$ cat src/rtl/divider_pkg.sv
// Shared types and defaults for the restoring divider.
// Holds the FSM state encoding and the default operand width.
package divider_pkg;

  localparam int DEF_WIDTH = 4;

  typedef enum logic [1:0] {
    IDLE   = 2'd0,
    RUN    = 2'd1,
    FINISH = 2'd2
  } state_t;

endpackage

$ cat src/rtl/ripple_subtractor.sv
// N-bit ripple-borrow subtractor built from full-subtractor cells.
// diff = x - y; bout is the borrow out of the top cell.
module ripple_subtractor #(
  parameter int N = 5
) (
  input  logic [N-1:0] x,
  input  logic [N-1:0] y,
  output logic [N-1:0] diff,
  output logic         bout
);

  logic [N:0] bw;

  assign bw[0] = 1'b0;

  for (genvar i = 0; i < N; i++) begin : g_cell
    assign diff[i]  = x[i] ^ y[i] ^ bw[i];
    assign bw[i+1]  = (~x[i] & y[i]) |
                      (~(x[i] ^ y[i]) & bw[i]);
  end

  assign bout = bw[N];

endmodule

$ cat src/rtl/restoring_divider.sv
// Unsigned multi-cycle restoring divider, one quotient bit per clock.
// Accept edge captures operands; following edges do the steps.
module restoring_divider
  import divider_pkg::*;
#(
  parameter int WIDTH = DEF_WIDTH
) (
  input  logic             clk,
  input  logic             rst_n,
  input  logic             start,
  input  logic [WIDTH-1:0] a,
  input  logic [WIDTH-1:0] b,
  output logic [WIDTH-1:0] quotient,
  output logic [WIDTH-1:0] remainder,
  output logic             busy,
  output logic             done,
  output logic             div_by_zero
);

  localparam int CW = $clog2(WIDTH) + 1;
  localparam logic [CW-1:0] LAST = CW'(WIDTH - 1);

  state_t           state;
  logic [CW-1:0]    cnt;
  logic [WIDTH-1:0] rem;
  logic [WIDTH-1:0] dvd;
  logic [WIDTH-1:0] dvs;

  logic [WIDTH:0]   shifted;
  logic [WIDTH:0]   diff;
  logic             borrow;
  logic             unused_msb;
  logic [WIDTH-1:0] nrem;
  logic [WIDTH-1:0] ndvd;

  assign shifted = {rem, dvd[WIDTH-1]};

  ripple_subtractor #(
    .N(WIDTH + 1)
  ) u_sub (
    .x   (shifted),
    .y   ({1'b0, dvs}),
    .diff(diff),
    .bout(borrow)
  );

  // A successful trial always fits, so the top diff bit is zero.
  assign unused_msb = diff[WIDTH];
  assign nrem = borrow ? shifted[WIDTH-1:0]
                       : diff[WIDTH-1:0];
  assign ndvd = {dvd[WIDTH-2:0], ~borrow};

  always_ff @(posedge clk or negedge rst_n) begin
    if (!rst_n) begin
      state       <= IDLE;
      cnt         <= '0;
      rem         <= '0;
      dvd         <= '0;
      dvs         <= '0;
      quotient    <= '0;
      remainder   <= '0;
      busy        <= 1'b0;
      done        <= 1'b0;
      div_by_zero <= 1'b0;
    end else begin
      done <= 1'b0;
      unique case (state)
        IDLE: begin
          if (!busy) begin
            if (start) begin
              dvd         <= a;
              dvs         <= b;
              rem         <= '0;
              cnt         <= '0;
              busy        <= 1'b1;
              div_by_zero <= 1'b0;
            end
          end else if (dvs == '0) begin
            state       <= FINISH;
            quotient    <= '1;
            remainder   <= dvd;
            div_by_zero <= 1'b1;
            busy        <= 1'b0;
            done        <= 1'b1;
          end else begin
            rem   <= nrem;
            dvd   <= ndvd;
            cnt   <= cnt + 1'b1;
            state <= RUN;
          end
        end
        RUN: begin
          rem <= nrem;
          dvd <= ndvd;
          cnt <= cnt + 1'b1;
          if (cnt == LAST) begin
            state     <= FINISH;
            quotient  <= ndvd;
            remainder <= nrem;
            busy      <= 1'b0;
            done      <= 1'b1;
          end
        end
        FINISH: state <= IDLE;
        default: state <= IDLE;
      endcase
    end
  end

endmodule

$ cat config.mk
export PLATFORM = sky130hd
export DESIGN_NAME = restoring_divider
export DESIGN_NICKNAME = d
export VERILOG_FILES = /design/src/rtl/divider_pkg.sv /design/src/rtl/ripple_subtractor.sv /design/src/rtl/restoring_divider.sv
export SDC_FILE = /design/constraint.sdc
export NUM_CORES = 1
export LEC_CHECK = 0
export ABC_AREA = 1
export CORE_MARGIN = 3
export CORE_UTILIZATION = 35
export CTS_BUF_LIST = sky130_fd_sc_hd__clkbuf_4 sky130_fd_sc_hd__clkbuf_8
export CTS_CLUSTER_SIZE = 25
export DETAILED_ROUTE_END_ITERATION = 6
export PLACE_DENSITY_LB_ADDON = 0.1
export SYNTH_ARGS = -nofsm -noshare
export SYNTH_HDL_FRONTEND = slang
export SYNTH_SLANG_ARGS = --single-unit
$ cat constraint.sdc
create_clock -name clk -period 6.75 [get_ports clk]
set_clock_uncertainty 0.05 [all_clocks]
set_input_delay 0.675 -clock clk [delete_from_list [all_inputs] [get_ports clk]]
set_output_delay 0.675 -clock clk [all_outputs]
set_load 0.005 [all_outputs]
==> flow_summary.toml <==
[run_status]
outcome = "complete, no violations"

[global_routing]
gr-total-overflow = 0
grt_pass1_vias = 1223
grt_first_pass_wirelength_mm = 5.561
grt_max_degree = 29
grt_antenna_before_repair = 0
grt_util_all_layers = 0.1349

[synth]
synth_seq_cells = 28
ys_types = 19
synth_cells = 190
synth_area_per_cell_um2 = 7.922
yosys_warnings = 0
syn_area_um2 = 1505
ys_seq_area_frac = 0.4655
syn_nets = 207

[clocking]
cts_made_buffers = 3
cts_setup_buffers = 0
cts_tree = "yes"
clk_pin_slew_ns = 0.09
cts-resized-gates = 0
ctsHtreeMaxLevel = 1
clk_latency_ns = 0.27
cts_sinks = 28
clockBufferDepth = 2
cts_root_buffer = "clkbuf_8"
hold_buffers = 0

[floorplan]
core_um2 = 4086
die-area_um2 = 5124
rows = 23
io_pins = 22
chipWidth_um = 71.58
die_h_um = 71.58
start_util = 0.3683

[critical_path]
path_cells = "inv_1 > ha_1 > fa_1 > fa_1 > fa_1 > nand2_1 > nand2_1 > nand2_1 > o21ai_0 > nand2_1 > nand2_1"
rr_startpoint = "dvd[3]"
cp_top_family = "adder cells"
cp_slowest_stage_delay_ns = 0.44
critical_path.startpoint = "dvd[3]"
critPathMaxFanout = 6
startpoint_type = "register"
cp_num_buf_inv = 1
worstSetupEndpointType = "register"
criticalPathCategory = "register to register"
crit_slowest_cell = "fa_1"
crit_arrival_ns = 2.73
cp.required_ns = 6.87
crit_top_cell = "nand2_1"

[sta]
finalSetupTns_ns = 0
post-route-period-util = 0.3866
finalHoldViolCount = 0
hold_slack_ns = 0.4287
worstMarginPinSlew_ns = 0.5537
rsz0062_at_grt = "no"
period_needed_ns = 2.609
relSlewSlack = 0.6298
maxSlewViolCount = 0
setup-violations-final = 0
fmax_mhz = 383.2

[placed_design]
hpwl_mm = 2.446
dpl.cell_count = 256
port_buffers = 21
place_congestion = 0.8149

[layout]
fin_cells = 260
syn_to_final_growth_pct = 18.87
layout-drive-gt1-share = 0.07619
diodes = 0
design.final.nets = 228
final_core_util = 0.4378

[drt]
ant_nets = 0
num_vias = 1235
first_pass_iters = 4
viasPerCell = 4.750
wire_per_inst_um = 12.10
drt_iter0_markers = 80
finalWirelength_mm = 3.146
drcViolationCount = 0

[flow_run]
maxCapViolCount = 0

[hold_path]
holdCritPathClass = "register to register"
hold_start = "cnt[2]"

[pwr]
power_density_nw_per_um2 = 539.8
p_leak_nw = 0.9483
peakVddDrop_mv = 0.2439
finalPower_uw = 965.9
## final cells by class
type | count | area (µm²)
clock buffer | 4 | 55.05
fill | 405 | 2297
inverter | 18 | 67.56
multi-input combinational | 138 | 685.7
sequential | 28 | 700.7
tap | 50 | 62.56
timing repair buffer | 22 | 217.7
## layout by cell type, fill, tap and decap left out
cell type / instances
nand3_2: 1
fa_1: 3
nand2_1: 73
buf_4: 1
inv_1: 15
nand2_2: 4
nand4_1: 1
ha_1: 3
nand3_1: 31
inv_2: 3
nor3_4: 1
o21ai_0: 10
dfrtp_1: 28
nor2_2: 1
clkbuf_8: 4
nand2_4: 1
nor2_1: 9
clkdlybuf4s50_1: 21
## per-stage QoR
step	cell area [µm²]	worst slack, ns
2_1_floorplan	1505	4.380
3_3_place_gp	1734	4.247
3_5_place_dp	1734	4.159
4_1_cts	1789	4.145
5_1_grt	1789	3.930
6_report	1789	4.141
## power breakdown
group	switching (mW)	internal (mW)	leakage [nW]
Combinational	0.328	0.224	0.570
Clock	0.0499	0.0522	0.0288
Sequential	0.0610	0.251	0.350
Total	0.439	0.527	0.948
## worst reg2reg max path, delay by kind of cell (launching register included)
| family | cells | cell delay, ns |
|---|---|---|
| and+or+nand+nor | 5 | 0.49 |
| adders and majority gates | 4 | 1.43 |
| DFF | 1 | 0.38 |
| buffers and inverters | 1 | 0.07 |
| AOI/OAI and AO/OA | 1 | 0.08 |
## cell families (layout without fill, tap and decap cells)
group	after synthesis	after routing	synth area share
buffers and inverters	24	44	0.07896
adder cells (fa/ha/maj)	6	6	0.06484
flip-flops	28	28	0.4655
AO/OA/AOI/OAI	10	10	0.03325
AND/OR/NAND/NOR	122	122	0.3574
## worst paths after layout
| path | cells after the start | slack (ns) | end |
|---|---|---|---|
| worst min-delay path | 2 | 0.43 | cnt[2] |
| worst max register to register | 11 | 4.14 | remainder[2] |
| min in group asynchronous | 2 | 0.72 | quotient[0] |
| worst min register to register | 2 | 0.43 | cnt[2] |
| worst max-delay path | 11 | 4.14 | remainder[2] |
| max in group asynchronous | 2 | 5.66 | cnt[0] |
## flip-flops by register name (all words and copies together), names as in the netlist
name,flops
done,1
cnt,3
rem,4
state,2
div_by_zero,1
remainder,4
dvd,4
busy,1
quotient,4
dvs,4
## cells in the mapped netlist
library cell   n  area, µm²
buf_2          1      5.000
buf_4          1      7.510
buf_6          3      33.78
clkbuf_2       1      5.000
dfrtp_1       28      700.7
fa_1           3      60.06
ha_1           3      37.54
inv_1         15      56.30
inv_2          3      11.26
nand2_1       73      274.0
nand2_2        4      25.02
nand2_4        1      11.26
nand3_1       31      155.2
nand3_2        1      10.01
nand4_1        1      6.260
nor2_1         9      33.78
nor2_2         1      6.260
nor3_4         1      16.27
o21ai_0       10      50.05
## per-layer routing
layer | GRT usage | share of wire | routed length (µm)
met5 | 0 | 0 | 0
met3 | 0.03086 | 0.058 | 184
met4 | 0.02714 | 0.0070 | 22
met1 | 0.1906 | 0.49 | 1554
met2 | 0.2133 | 0.44 | 1384
No activity file was read; power rests on OpenSTA's default activity.
==> edit 1: new RTL, same flow settings <==
Encoding of `state_t`: now one-hot (3 bits for 3 states).
--- a/src/rtl/divider_pkg.sv
+++ b/src/rtl/divider_pkg.sv
@@ -4,10 +4,10 @@
 
   localparam int DEF_WIDTH = 4;
 
-  typedef enum logic [1:0] {
-    IDLE   = 2'd0,
-    RUN    = 2'd1,
-    FINISH = 2'd2
+  typedef enum logic [2:0] {
+    IDLE   = 3'b001,
+    RUN    = 3'b010,
+    FINISH = 3'b100
   } state_t;
 
 endpackage
Function: no difference found for any inputs over 10 cycles, from zero or initial values and one cycle with rst_n low; not proved beyond that.
==> edit 1 against the unedited design <==
Clock power is 39% higher. Critical path type unchanged. Power increased by 0.98%. Hold slack worse by 0.0073 ns. Setup slack better by 0.010 ns. Design area is 7.6% higher. First-iteration DRC count grew 7.5%. Global-route usage up 1.0 points. Area after synthesis grew 7.1%. Largest power group unchanged. Largest cell class is now multi-input gates. Sequential cell count is 1 higher. Wire length increased by 11%. Via count up 6.7%.
==> edit 1: results (changes against the unedited design) <==
| Metric | Value |
|---|---|
| Status | `finished clean (unchanged)` |
| Pwr Density | `507 mW/mm^2 (was 540 mW/mm^2)` |
| Non-Filler Instances | `281 (was 260)` |
| Vias/cell | `4.69 (was 4.75)` |
| Worst Max-Slew Pin Slew | `0.382 ns (was 0.554 ns)` |
| Final net count | `245 (was 228)` |
| # placed instances | `273 (was 256)` |
| First-pass iteration count of the detailed router | `4 (unchanged)` |
| Final wirelength | `3.48 mm (was 3.15 mm)` |
| Max IR drop VDD | `0.151 mV (was 0.244 mV)` |
| Syn avg cell area | `7.83 um^2 (was 7.92 um^2)` |
| Metal3 WL | `150 um (was 184 um)` |
| Critical R2R Capture | `remainder[3]$_DFFE_PN0P_ (was remainder[2]$_DFFE_PN0P_)` |
| HP Start | `div_by_zero$_DFFE_PN0P_ (was cnt[2]$_DFFE_PN0P_)` |
| Crit path largest cell delay | `0.47 ns (was 0.44 ns)` |
| Met2 global-route usage | `20.0% (was 21.3%)` |
| Post-DP HPWL | `2.50 mm (was 2.45 mm)` |
| Worst Hold Endpoint | `div_by_zero$_DFFE_PN0P_ (was cnt[2]$_DFFE_PN0P_)` |
| Syn nets | `223 (was 207)` |
| Int Power | `541 uW (was 527 uW)` |
| Total number of H-tree levels | `2 (was 1)` |
| CTS buffer count | `5 (was 3)` |
| Synth top area cells | `dfrtp_1, nand2_1, nand3_1 (unchanged)` |
| Data arrival, critical path | `2.77 ns (was 2.73 ns)` |
| Met1 Usage GRT | `21.3% (was 19.1%)` |
| Worst-path clk slew | `0.07 ns (was 0.09 ns)` |
| Largest net degree at the start of global routing | `30 (was 29)` |
| Vias in the first global route | `1,167 (was 1,223)` |
| DR WL met2 | `1.49 mm (was 1.38 mm)` |
| Lkg Pwr | `1.04 nW (was 0.948 nW)` |
| Hold slack | `0.421 ns (was 0.429 ns)` |
| Routed length on met1 | `1.78 mm (was 1.55 mm)` |
| Post-synth cell types | `25 (was 19)` |
| Reg2Reg Depth | `12 (was 11)` |
| Grt met3 use | `4.10% (was 3.09%)` |
| Comb power frac | `52.3% (was 57.1%)` |
| GPL Wtd Cong | `0.921 (was 0.815)` |
| First-pass GRT wire length | `5.94 mm (was 5.56 mm)` |
edit 1: how the worst max path moves through the flow:
stage	endpoint	slack [ns]	cells after the start
after detailed placement	remainder[1]$_DFFE_PN0P_	4.16	12
final	remainder[3]$_DFFE_PN0P_	4.15	12
after CTS	remainder[3]$_DFFE_PN0P_	4.14	12
after global placement	remainder[1]$_DFFE_PN0P_	4.21	12
after global routing	remainder[1]$_DFFE_PN0P_	3.93	12
after floorplan	remainder[1]$_DFFE_PN0P_	4.37	12
edit 1: area by class of cell:
cell class | count | area, um^2
fillers | 455 | 2490
clock inverters | 2 | 10.0
clock buffers | 6 | 76.3
multi-input cells | 152 | 758
well taps | 52 | 65.1
repair buffers | 22 | 218
inverters | 18 | 70.1
flip-flops and latches | 29 | 727
edit 1: cell families (layout without fill, tap and decap cells):
group | after synthesis | count (layout) | synth area share, %
flops | 29 | 29 | 45.1
simple gates | 140 | 140 | 38.7
buf+inv | 25 | 48 | 7.91
compound gates | 6 | 6 | 2.25
fa+ha+maj | 6 | 6 | 6.05
==> edit 2: new RTL, same flow settings <==
Without the edit above. `DEF_WIDTH`: 4 -> 8.
--- a/src/rtl/divider_pkg.sv
+++ b/src/rtl/divider_pkg.sv
@@ -2,7 +2,7 @@
 // Holds the FSM state encoding and the default operand width.
 package divider_pkg;
 
-  localparam int DEF_WIDTH = 4;
+  localparam int DEF_WIDTH = 8;
 
   typedef enum logic [1:0] {
     IDLE   = 2'd0,
Ports: changed (resized a, b, quotient and remainder); port bits go from 22 to 38. No check against the original RTL was run, so the function may have changed too.
==> edit 2 against the unedited design <==
Synthesized cell count up 78%. Setup slack worse by 1.6 ns. Sequential cell count up 21. Sequential share of layout area down 0.68 points. Power up 80%. Wire length up 110%. Design area up 78%. Combinational power up 75%. Area after synthesis up 78%. Final cell count up 79%. Critical path type unchanged. Largest cell class is now multi-input gates.
==> edit 2: results (changes against the unedited design) <==
| Metric | Value |
|---|---|
| Worst rel slew slack | `42.5% (was 63.0%)` |
| Synth top area cells | `dfrtp_1, nand2_1, nand3_1 (unchanged)` |
| First-pass GRT wire length | `11.1 mm (was 5.56 mm)` |
| Reg2Reg Depth | `17 (was 11)` |
| Comb_multi_in | `249 (was 138)` |
| Routed length on met1 | `3.14 mm (was 1.55 mm)` |
| Data arrival, critical path | `4.33 ns (was 2.73 ns)` |
| Post-synth cell types | `25 (was 19)` |
| Total GRT Usage | `15.9% (was 13.5%)` |
| Clock Buffer Count | `7 (was 4)` |
| Crit Path Max Fanout | `10 (was 6)` |
| Synth Area in XOR/XNOR | `0.327% (was 0%)` |
| Largest net degree at the start of global routing | `50 (was 29)` |
| Worst Hold Class | `primary input to async pin (was flip-flop to flip-flop)` |
| Seq/Total Area, Yosys | `45.8% (was 46.6%)` |
| Clock Latency Late Sink | `0.30 ns (was 0.27 ns)` |
| Met1 Usage GRT | `21.8% (was 19.1%)` |
| Compound-Gate Fraction of Synth Area | `3.83% (was 3.33%)` |
| R2r setup slk | `2.57 ns (was 4.14 ns)` |
| Avg WL per Cell | `14.0 um (was 12.1 um)` |
| Commonest cells post-synth | `nand2_1, dfrtp_1, nand3_1, nand4_1, nor2_1 (was nand2_1, nand3_1, dfrtp_1, inv_1, o21ai_0)` |
| Port bufs | `37 (was 21)` |
| Grt met3 use | `2.49% (was 3.09%)` |
| Status | `finished clean (unchanged)` |
| Non-clk invs | `22 (was 18)` |
| Die area | `0.00873 mm^2 (was 0.00512 mm^2)` |
| Fillers | `738 (was 405)` |
| Adder-cell area share of the yosys netlist | `6.17% (was 6.48%)` |
| Syn nets | `366 (was 207)` |
| Layout cells sized above 1 | `6.81% (was 7.62%)` |
| Final non-clock buffer share | `11.9% (was 12.2%)` |
| Hold slack | `0.417 ns (was 0.429 ns)` |
| Seq_cells | `49 (was 28)` |
| Max IR drop VDD | `0.149 mV (was 0.244 mV)` |
| Total number of H-tree levels | `2 (was 1)` |
| Final net count | `394 (was 228)` |
| GPL Wtd Cong | `0.874 (was 0.815)` |
[edit 2: changes by cell type after synthesis, sizes merged, moves of 8 or more]
| cell | change |
|---|---|
| nand4 | +20 |
| o21ai | +9 |
| dfrtp | +21 |
| buf | +8 |
| nand2 | +62 |
| nor2 | +10 |
[edit 2: stage by stage]
step / std cells / utilization [%] / setup WS [ns]
2_1_floorplan: 338 / - / 2.93
3_3_place_gp: 458 / 41.8 / 2.63
3_5_place_dp: 458 / 41.8 / 2.59
4_1_cts: 466 / 43.5 / 2.55
5_1_grt: 466 / 43.5 / 2.30
6_report: 466 / 43.5 / 2.57
[edit 2: worst max-delay path by stage]
stage | startpoint | to | slack [ns] | cells after the start
2_1_floorplan | dvd[7]$_DFFE_PN0P_ | remainder[1]$_DFFE_PN0P_ | 2.93 | 18
3_3_place_gp | dvd[7]$_DFFE_PN0P_ | remainder[6]$_DFFE_PN0P_ | 2.63 | 17
3_5_place_dp | dvd[7]$_DFFE_PN0P_ | remainder[6]$_DFFE_PN0P_ | 2.59 | 17
4_1_cts | dvd[7]$_DFFE_PN0P_ | remainder[6]$_DFFE_PN0P_ | 2.55 | 17
5_1_grt | dvd[7]$_DFFE_PN0P_ | remainder[4]$_DFFE_PN0P_ | 2.30 | 17
6_report | dvd[7]$_DFFE_PN0P_ | remainder[5]$_DFFE_PN0P_ | 2.57 | 17
[edit 2: power breakdown]
| part | total (mW) | internal [mW] | switching (mW) | leakage (nW) |
|---|---|---|---|---|
| registers | 0.545 | 0.437 | 0.109 | 0.609 |
| clock network | 0.221 | 0.125 | 0.0966 | 0.0619 |
| logic | 0.968 | 0.402 | 0.565 | 0.942 |
| total | 1.73 | 0.964 | 0.771 | 1.61 |
